**src/rtl/norm_shift_if.sv**
```systemverilog
// Operand/result handshake bundle for norm_shift: unnormalized input side, normalized output side.
// master = upstream/downstream environment, slave = the normalizer.
interface norm_shift_if #(
  parameter int WIDTH = 32,
  parameter int EXP_W = 8
);
  localparam int LZW = $clog2(WIDTH) + 1;

  logic             in_valid;
  logic             in_ready;
  logic [WIDTH-1:0] in_data;
  logic [LZW-1:0]   in_lzc;
  logic [EXP_W-1:0] in_exp;
  logic             out_valid;
  logic             out_ready;
  logic [WIDTH-1:0] out_mant;
  logic [EXP_W-1:0] out_exp;
  logic             out_zero;
  logic             out_uflow;
  logic             err;

  modport master (
    output in_valid, in_data, in_lzc, in_exp, out_ready,
    input  in_ready, out_valid, out_mant, out_exp, out_zero, out_uflow, err
  );

  modport slave (
    input  in_valid, in_data, in_lzc, in_exp, out_ready,
    output in_ready, out_valid, out_mant, out_exp, out_zero, out_uflow, err
  );
endinterface

```
**src/rtl/norm_shift.sv**
```systemverilog
// Mantissa normalizer: shift left by supplied leading-zero count, adjust exponent with underflow saturation.
// Latency 2 cycles (S1 shift/subtract, S2 saturate/register); in_ready drops only when both stages hold and out_ready=0.
module norm_shift #(
  parameter int WIDTH = 32,
  parameter int EXP_W = 8
) (
  input  logic        clk,
  input  logic        rst_n,
  norm_shift_if.slave bus
);
  localparam int SW  = $clog2(WIDTH);
  localparam int LZW = SW + 1;
  localparam logic [SW-1:0]  TOP_POS = SW'(WIDTH - 1);
  localparam logic [LZW-1:0] LZ_ALL  = LZW'(WIDTH);

  logic                    s1_vld_q, s1_vld_d;
  logic [WIDTH-1:0]        s1_mant_q, s1_mant_d;
  logic signed [EXP_W:0]   s1_exp_q, s1_exp_d;
  logic                    s1_zero_q, s1_zero_d;
  logic                    s2_vld_q, s2_vld_d;
  logic [WIDTH-1:0]        out_mant_q, out_mant_d;
  logic [EXP_W-1:0]        out_exp_q, out_exp_d;
  logic                    out_zero_q, out_zero_d;
  logic                    out_uflow_q, out_uflow_d;
  logic                    err_q, err_d;

  logic                    s2_adv, s1_adv, in_fire, lzc_bad;
  logic [SW-1:0]           lzc_lo, lead_pos;

  assign s2_adv  = !s2_vld_q || bus.out_ready;
  assign s1_adv  = !s1_vld_q || s2_adv;
  assign in_fire = bus.in_valid && bus.in_ready;

  assign bus.in_ready  = s1_adv && rst_n;
  assign bus.out_valid = s2_vld_q;
  assign bus.out_mant  = out_mant_q;
  assign bus.out_exp   = out_exp_q;
  assign bus.out_zero  = out_zero_q;
  assign bus.out_uflow = out_uflow_q;
  assign bus.err       = err_q;

  always_comb begin
    lzc_lo   = bus.in_lzc[SW-1:0];
    lead_pos = TOP_POS - lzc_lo;
    // A consistent count leaves exactly one set bit after shifting the leading one down to bit 0
    if (bus.in_data == '0) begin
      lzc_bad = (bus.in_lzc != LZ_ALL);
    end else begin
      lzc_bad = bus.in_lzc[LZW-1] || ((bus.in_data >> lead_pos) != WIDTH'(1));
    end
  end

  always_comb begin
    s1_vld_d    = s1_adv ? in_fire : s1_vld_q;
    s1_mant_d   = s1_mant_q;
    s1_exp_d    = s1_exp_q;
    s1_zero_d   = s1_zero_q;
    s2_vld_d    = s2_adv ? s1_vld_q : s2_vld_q;
    out_mant_d  = out_mant_q;
    out_exp_d   = out_exp_q;
    out_zero_d  = out_zero_q;
    out_uflow_d = out_uflow_q;
    err_d       = err_q || (in_fire && lzc_bad);

    if (in_fire) begin
      s1_mant_d = bus.in_data << lzc_lo;
      s1_exp_d  = $signed({bus.in_exp[EXP_W-1], bus.in_exp})
                - $signed({{(EXP_W + 1 - LZW){1'b0}}, bus.in_lzc});
      s1_zero_d = bus.in_lzc[LZW-1];
    end

    if (s2_adv && s1_vld_q) begin
      if (s1_zero_q) begin
        out_mant_d  = '0;
        out_exp_d   = '0;
        out_zero_d  = 1'b1;
        out_uflow_d = 1'b0;
      end else begin
        out_mant_d = s1_mant_q;
        out_zero_d = 1'b0;
        // Only a downward overflow is reachable: top two bits 10 means below the EXP_W-bit minimum
        if (s1_exp_q[EXP_W] && !s1_exp_q[EXP_W-1]) begin
          out_exp_d   = {1'b1, {(EXP_W - 1){1'b0}}};
          out_uflow_d = 1'b1;
        end else begin
          out_exp_d   = s1_exp_q[EXP_W-1:0];
          out_uflow_d = 1'b0;
        end
      end
    end
  end

  always_ff @(posedge clk or negedge rst_n) begin
    if (!rst_n) begin
      s1_vld_q    <= 1'b0;
      s1_mant_q   <= '0;
      s1_exp_q    <= '0;
      s1_zero_q   <= 1'b0;
      s2_vld_q    <= 1'b0;
      out_mant_q  <= '0;
      out_exp_q   <= '0;
      out_zero_q  <= 1'b0;
      out_uflow_q <= 1'b0;
      err_q       <= 1'b0;
    end else begin
      s1_vld_q    <= s1_vld_d;
      s1_mant_q   <= s1_mant_d;
      s1_exp_q    <= s1_exp_d;
      s1_zero_q   <= s1_zero_d;
      s2_vld_q    <= s2_vld_d;
      out_mant_q  <= out_mant_d;
      out_exp_q   <= out_exp_d;
      out_zero_q  <= out_zero_d;
      out_uflow_q <= out_uflow_d;
      err_q       <= err_d;
    end
  end
endmodule

```
**src/flat_wrapper.sv**
```systemverilog
// flat-port wrapper written by rule: the top's interface ports become plain ports
module norm_shift_flat 
#(
  parameter int WIDTH = 32,
  parameter int EXP_W = 8
)
  (clk, rst_n, bus_in_valid, bus_in_data, bus_in_lzc, bus_in_exp, bus_out_ready, bus_in_ready, bus_out_valid, bus_out_mant, bus_out_exp, bus_out_zero, bus_out_uflow, bus_err);
  norm_shift_if #(.WIDTH(WIDTH), .EXP_W(EXP_W)) bus_i ();
  input  logic clk;
  input  logic rst_n;
  input wire logic [$bits(bus_i.in_valid)-1:0] bus_in_valid;
  input wire logic [$bits(bus_i.in_data)-1:0] bus_in_data;
  input wire logic [$bits(bus_i.in_lzc)-1:0] bus_in_lzc;
  input wire logic [$bits(bus_i.in_exp)-1:0] bus_in_exp;
  input wire logic [$bits(bus_i.out_ready)-1:0] bus_out_ready;
  output wire logic [$bits(bus_i.in_ready)-1:0] bus_in_ready;
  output wire logic [$bits(bus_i.out_valid)-1:0] bus_out_valid;
  output wire logic [$bits(bus_i.out_mant)-1:0] bus_out_mant;
  output wire logic [$bits(bus_i.out_exp)-1:0] bus_out_exp;
  output wire logic [$bits(bus_i.out_zero)-1:0] bus_out_zero;
  output wire logic [$bits(bus_i.out_uflow)-1:0] bus_out_uflow;
  output wire logic [$bits(bus_i.err)-1:0] bus_err;
  assign bus_i.in_valid = bus_in_valid;
  assign bus_i.in_data = bus_in_data;
  assign bus_i.in_lzc = bus_in_lzc;
  assign bus_i.in_exp = bus_in_exp;
  assign bus_i.out_ready = bus_out_ready;
  assign bus_in_ready = bus_i.in_ready;
  assign bus_out_valid = bus_i.out_valid;
  assign bus_out_mant = bus_i.out_mant;
  assign bus_out_exp = bus_i.out_exp;
  assign bus_out_zero = bus_i.out_zero;
  assign bus_out_uflow = bus_i.out_uflow;
  assign bus_err = bus_i.err;
  norm_shift #(.WIDTH(WIDTH), .EXP_W(EXP_W)) u_core (.clk(clk), .rst_n(rst_n), .bus(bus_i));
endmodule
```
**config.mk**
```make
export PLATFORM = sky130hd
export DESIGN_NAME = norm_shift_flat
export DESIGN_NICKNAME = d
export VERILOG_FILES = /design/src/rtl/norm_shift_if.sv /design/src/rtl/norm_shift.sv /design/src/flat_wrapper.sv
export SDC_FILE = /design/constraint.sdc
export NUM_CORES = 1
export LEC_CHECK = 0
export CAP_MARGIN = 20
export CORE_ASPECT_RATIO = 2
export CORE_UTILIZATION = 39
export CTS_CLUSTER_DIAMETER = 120
export CTS_CLUSTER_SIZE = 24
export DETAILED_ROUTE_END_ITERATION = 8
export PLACE_DENSITY = 0.6
export SYNTH_ARGS = -nofsm -noshare
export SYNTH_HDL_FRONTEND = slang
export SYNTH_SLANG_ARGS = --single-unit
```
**constraint.sdc**
```tcl
create_clock -name clk -period 3.6 [get_ports clk]
set_input_delay 0.72 -clock clk [delete_from_list [all_inputs] [get_ports clk]]
set_output_delay 0.72 -clock clk [all_outputs]
set_load 0.01 [all_outputs]
```
### After elaboration in Yosys (flattened, before gate mapping)

Index checks and enable logic that the tools add are counted.
W data, S select, Z words.

| storage, ports and cells | value |
|---|---|
| register bits | 87 |
| input port bits | 50 |
| output and inout bits | 45 |
| word-level logic and storage cells | 36 |

| operators by class | value |
|---|---|
| $add $sub $neg | 2 |
| equal/unequal tests | 2 |
| shift operators | 2 |
| multiplexer cells | 7 |
| reductions and logical operators | 13 |

Operator list:

| kind | number |
|---|---|
| $logic_not A32 Y1 | 1 |
| $mux W32 | 1 |
| $ne A32 B1 Y1 const B | 1 |
| $shl A32 B5 Y32 | 1 |
| $shr A32 B5 Y32 | 1 |
| $mux W8 | 2 |
| $sub A8 B7 Y9 | 1 |
| $ne A6 B6 Y1 const B | 1 |
| $logic_and A1 B1 Y1 | 5 |
| $sub A5 B5 Y5 const A | 1 |
| $logic_or A1 B1 Y1 | 4 |
| $mux W1 | 4 |
| $logic_not A1 Y1 | 3 |

### Logic depth before layout (Yosys ltp)

| logic depth | value |
|---|---|
| word-level depth | 7 |
| mapped depth | 11 |
| mapped depth without buffers | 10 |

### Least setup slack after synthesis

Ideal clock, no wire load.

| timing | value |
|---|---|
| path kind | in2reg |
| from | in bus_in_lzc[1] |
| to | reg u_core.s1_exp_q[7] |
| setup time | 0.069 ns |
| arrival time | 2.701 ns |
| data required time | 3.531 ns |
| path slack | 0.830 ns |
| stages | 11 |
| path buffers | 2 |
| cells stage by stage | buf_2 > buf_2 > inv_1 > ha_1 > nor2b_1 > o21ai_0 > a21oi_1 > o21ai_0 > a21boi_0 > or4_1 > nand3_1 |

| between the ends | value |
|---|---|
| cells in the longest elaborated chain, start to end | 1 |

RTL lines:

| element | line | text |
|---|---|---|
| start, declared | flat_wrapper.sv:13 | `input wire logic [$bits(bus_i.in_lzc)-1:0] bus_in_lzc;` |
| $sub A8 B7 Y9 | norm_shift.sv:68 | `- $signed({{(EXP_W + 1 - LZW){1'b0}}, bus.in_lzc});` |
| end signal, assigned | norm_shift.sv:108 | `s1_exp_q <= s1_exp_d;` |
| end, declared | norm_shift.sv:18 | `logic signed [EXP_W:0] s1_exp_q, s1_exp_d;` |

Every way passes these cells.
A chain may end at the register's enable or synchronous reset.

### Worst setup path in the final report

| timing | value |
|---|---|
| from | in bus_in_lzc[0] |
| to | reg u_core.err_q, in the netlist u_core.bus.err |

| between the ends | value |
|---|---|
| cells in the longest elaborated chain, start to end | 7 |
| elaborated cells on any way between the ends | 8 |
| classes of those cells | add/sub: 1; eq/ne: 2; shift: 1; mux: 1; reduce/logical: 3 |

RTL lines:

| element | line | text |
|---|---|---|
| $sub A5 B5 Y5 | norm_shift.sv:44 | `lead_pos = TOP_POS - lzc_lo;` |
| $shr A32 B5 Y32 | norm_shift.sv:49 | `lzc_bad = bus.in_lzc[LZW-1] \|\| ((bus.in_data >> lead_pos) != WIDTH'(1));` |
| $ne A32 B1 Y1 | norm_shift.sv:49 |  |
| $logic_or A1 B1 Y1 | norm_shift.sv:49 |  |
| $mux W1 * | norm_shift.sv:46 | `if (bus.in_data == '0) begin` |
| $logic_and A1 B1 Y1 * | norm_shift.sv:63 | `err_d = err_q \|\| (in_fire && lzc_bad);` |
| $logic_or A1 B1 Y1 * | norm_shift.sv:63 |  |
| named net u_core.err_d | norm_shift.sv:25 | `logic err_q, err_d;` |
| end signal, assigned | norm_shift.sv:115 | `err_q <= err_d;` |
| end, declared | norm_shift.sv:25 |  |

Mark *: on every way through the listed nets, which the timed path passes. The rest lies on a longest branch.

==> summary.md <==
| Metric | Value |
|---|---|
| Status | `finished, final reports clean` |
| H-tree level count | `3` |
| Worst min path class | `primary input to async pin` |
| Seq. cell area | `0.00218 mm^2` |
| Worst-margin pin slew | `875 ps` |
| Final WS setup | `705 ps` |
| Num CTS Buffers | `9` |
| CP endpoint | `u_core.bus.err` |
| Crit. End Element | `register` |
| Cells along the critical path | `buf_2, buf_4, mux4_1, mux2_2, mux2i_1, and4_1, nand4b_1, o41ai_2, a31oi_1` |
| IO Pins | `95` |
| R2R Setup Slk | `1740 ps` |
| Antenna cells | `0` |
| DRC violation count after routing | `0` |
| Synth top area cells | `dfrtp_1 (40%), o21ai_0 (6.9%), nand2_1 (6.8%), mux2i_1 (6.0%), mux4_2 (5.3%)` |
| Cell Pwr Density | `446 mW/mm^2` |
| WP depth | `9` |
| Initial core utilization | `0.397` |
| Pre-CTS setup slack | `357 ps` |
| Top post-synthesis cells by count | `nand2_1 (99), dfrtp_1 (87), o21ai_0 (76)` |
| Clock buffer depth | `2` |
| Die area | `0.0146 mm^2` |
| Tot GR Track Use | `0.212` |
| Post-cts sizing count | `0` |
| Max IR drop VDD | `0.269 mV` |
| CTS root buf | `clkbuf_16` |
| Critical Path Start Type | `primary input` |
| CP delay by family, top | `multiplexers` |
| Max_cap viols | `0` |
| Worst setup startpoint | `bus_in_lzc[0]` |
| Grt total ovfl | `0` |
| Fin crit share | `0.804` |
| Crit path max fanout | `15` |
| Largest net degree at the start of global routing | `77` |
| Share of cells above drive strength 1 | `0.114` |
| FMAX | `0.345 GHz` |
| Cell Area, Placed | `0.00661 mm^2` |
| Primary FF master, synth | `dfrtp_1` |
| Clk slew on worst S/H paths | `70 ps` |
| CTS Sinks | `87` |
| Largest area contributor in the netlist | `dfrtp_1` |
| Hold Fails Final Rpt | `0` |
| Pre-Repair DR Iteration Count | `4` |
| RSZ-0062 raised after global routing | `false` |
| DR iter-0 viols | `179` |
| Mapped Area | `0.00549 mm^2` |
| CORE AREA | `0.0138 mm^2` |
| Routability cong. | `0.882` |
| Syn Area/Cell | `9.64 um^2` |
| Pins over their slew limit | `0` |
| I/O Buffers | `94` |
| Reg2Reg Launch Point | `u_core.bus.out_valid` |
| Synth warn | `0` |
| Final wirelength | `14700 um` |
| Crit path buf inv count | `2` |
| Final setup violation count | `0` |
| Setup Crit Path Kind | `primary input to register` |
| Hold WS | `321 ps` |
| Die Ht | `170 um` |
| Final net count | `708` |
| Worst R2R Path Depth | `5` |
| Hold buffer count at CTS | `0` |
| Max transition margin | `0.417` |
| Share of the synthesized area in the top cell type | `0.397` |
| Pleak | `2.93 nW` |
| Drt via density | `5.41` |
| Std cell rows | `61` |
| Cells after Synth | `569` |
| R2r endpoint | `u_core.s1_exp_q[7]` |
| Post-CTS setup buffers | `0` |
| Crit path max-delay cell type | `mux4_1` |
| Antenna Nets Post-Route | `0` |
| Clk_skew | `4.82 ps` |
| Seq/Total Area, Yosys | `0.397` |
| Number of synthesized flops with an enable pin | `0` |
| First-pass GRT wire length | `24000 um` |
| Register bit count reported by yosys | `87` |
| Number of global-route vias before repair | `4605` |
| Vias post-DR | `4569` |
| WP data required | `3800 ps` |
| CTS tree | `yes` |
| Initial antenna violation count | `0` |
| Fill count | `1317` |
| Die W | `85.9 um` |
| CP peak stage delay | `580 ps` |
| Synth cell types | `53` |
| Post-route setup TNS | `0 ps` |
| Design Area, Final | `0.00693 mm^2` |
| Synth Net Count | `626` |
| Most common cell in the synthesized netlist | `nand2_1` |
| CP arrival | `3100 ps` |
| WL/cell | `17.4 um` |
| HPWL after DPL | `11700 um` |
| Clock latency on the worst-skew pair | `330 ps` |
| Min cycle time layout | `2890 ps` |
| Multi-input logic area | `0.00307 mm^2` |
| Ys async rst share | `1.00` |
| Area Overhead vs Synth | `26.3%` |
## layout make-up
cell class | instances | share of cell area
well taps | 189 | 0.0341
inverters | 13 | 0.00704
clock inverters | 5 | 0.00921
repair buffers | 113 | 0.156
clock buffers | 11 | 0.0365
multi-input cells | 427 | 0.442
flip-flops and latches | 87 | 0.314
## power by group
group / total, mW / switching (mW) / internal [mW]
combinational: 0.873 / 0.422 / 0.450
clock: 0.970 / 0.389 / 0.581
sequential: 1.25 / 0.105 / 1.14
## metrics by stage
stage          std cells   util  total power [mW]
2_1_floorplan        569      -              1.72
3_3_place_gp         829  0.479              2.13
3_5_place_dp         829  0.479              2.15
4_1_cts              845  0.501              3.13
5_1_grt              845  0.501              3.27
6_report             845  0.501              3.09
## cell families after synthesis
kind of cell | synth area share
DFF | 0.397
adders and majority gates | 0.0173
xor gates and xnor gates | 0.00319
muxes | 0.209
AOI/OAI and AO/OA | 0.156
and+or+nand+nor | 0.172
buffers and inverters | 0.0449
## placed cells by master, fill, tap and decap left out, types with 3 or more instances in the layout
cell             count
dfrtp_1             87
ha_1                 6
a21oi_1              9
nand2b_1            38
mux4_2              13
clkbuf_16            9
a31oi_1              3
buf_4               19
nor4_1               8
nand2_1             98
clkdlybuf4s50_1     91
o31ai_1              8
o221ai_1             5
mux4_1              11
nor3_1               4
o21ai_0             76
nand4_1              3
nor2b_1              5
nand3_1              7
mux2_2              21
inv_1               12
mux2i_1             33
nor2_1              29
o21a_1               6
a22o_1              12
## metal layers
metal | GRT usage | vias up | part of all wire
met5 | 0 | - | 0
met4 | 0.113 | 0 | 0.046
met3 | 0.0209 | 24 | 0.024
met2 | 0.395 | 102 | 0.54
met1 | 0.231 | 2215 | 0.39
li1 | - | 2228 | -
## registers in the layout, indices dropped and copies added, names as in the netlist
register	cells
u_core.s1_zero_q	1
u_core.bus.out_mant	32
u_core.s1_vld_q	1
u_core.bus.out_zero	1
u_core.bus.out_uflow	1
u_core.bus.out_valid	1
u_core.s1_mant_q	32
u_core.s1_exp_q	9
u_core.bus.err	1
u_core.bus.out_exp	8
## how the worst min path moves through the flow
stage | end | depth (start not counted)
3_3_place_gp | u_core.s1_mant_q[5] | 2
3_5_place_dp | u_core.s1_mant_q[5] | 2
2_1_floorplan | u_core.bus.err | 0
6_report | u_core.bus.out_exp[6] | 1
4_1_cts | u_core.bus.out_exp[6] | 1
5_1_grt | u_core.bus.out_exp[6] | 1
No activity file was read; power rests on OpenSTA's default activity.
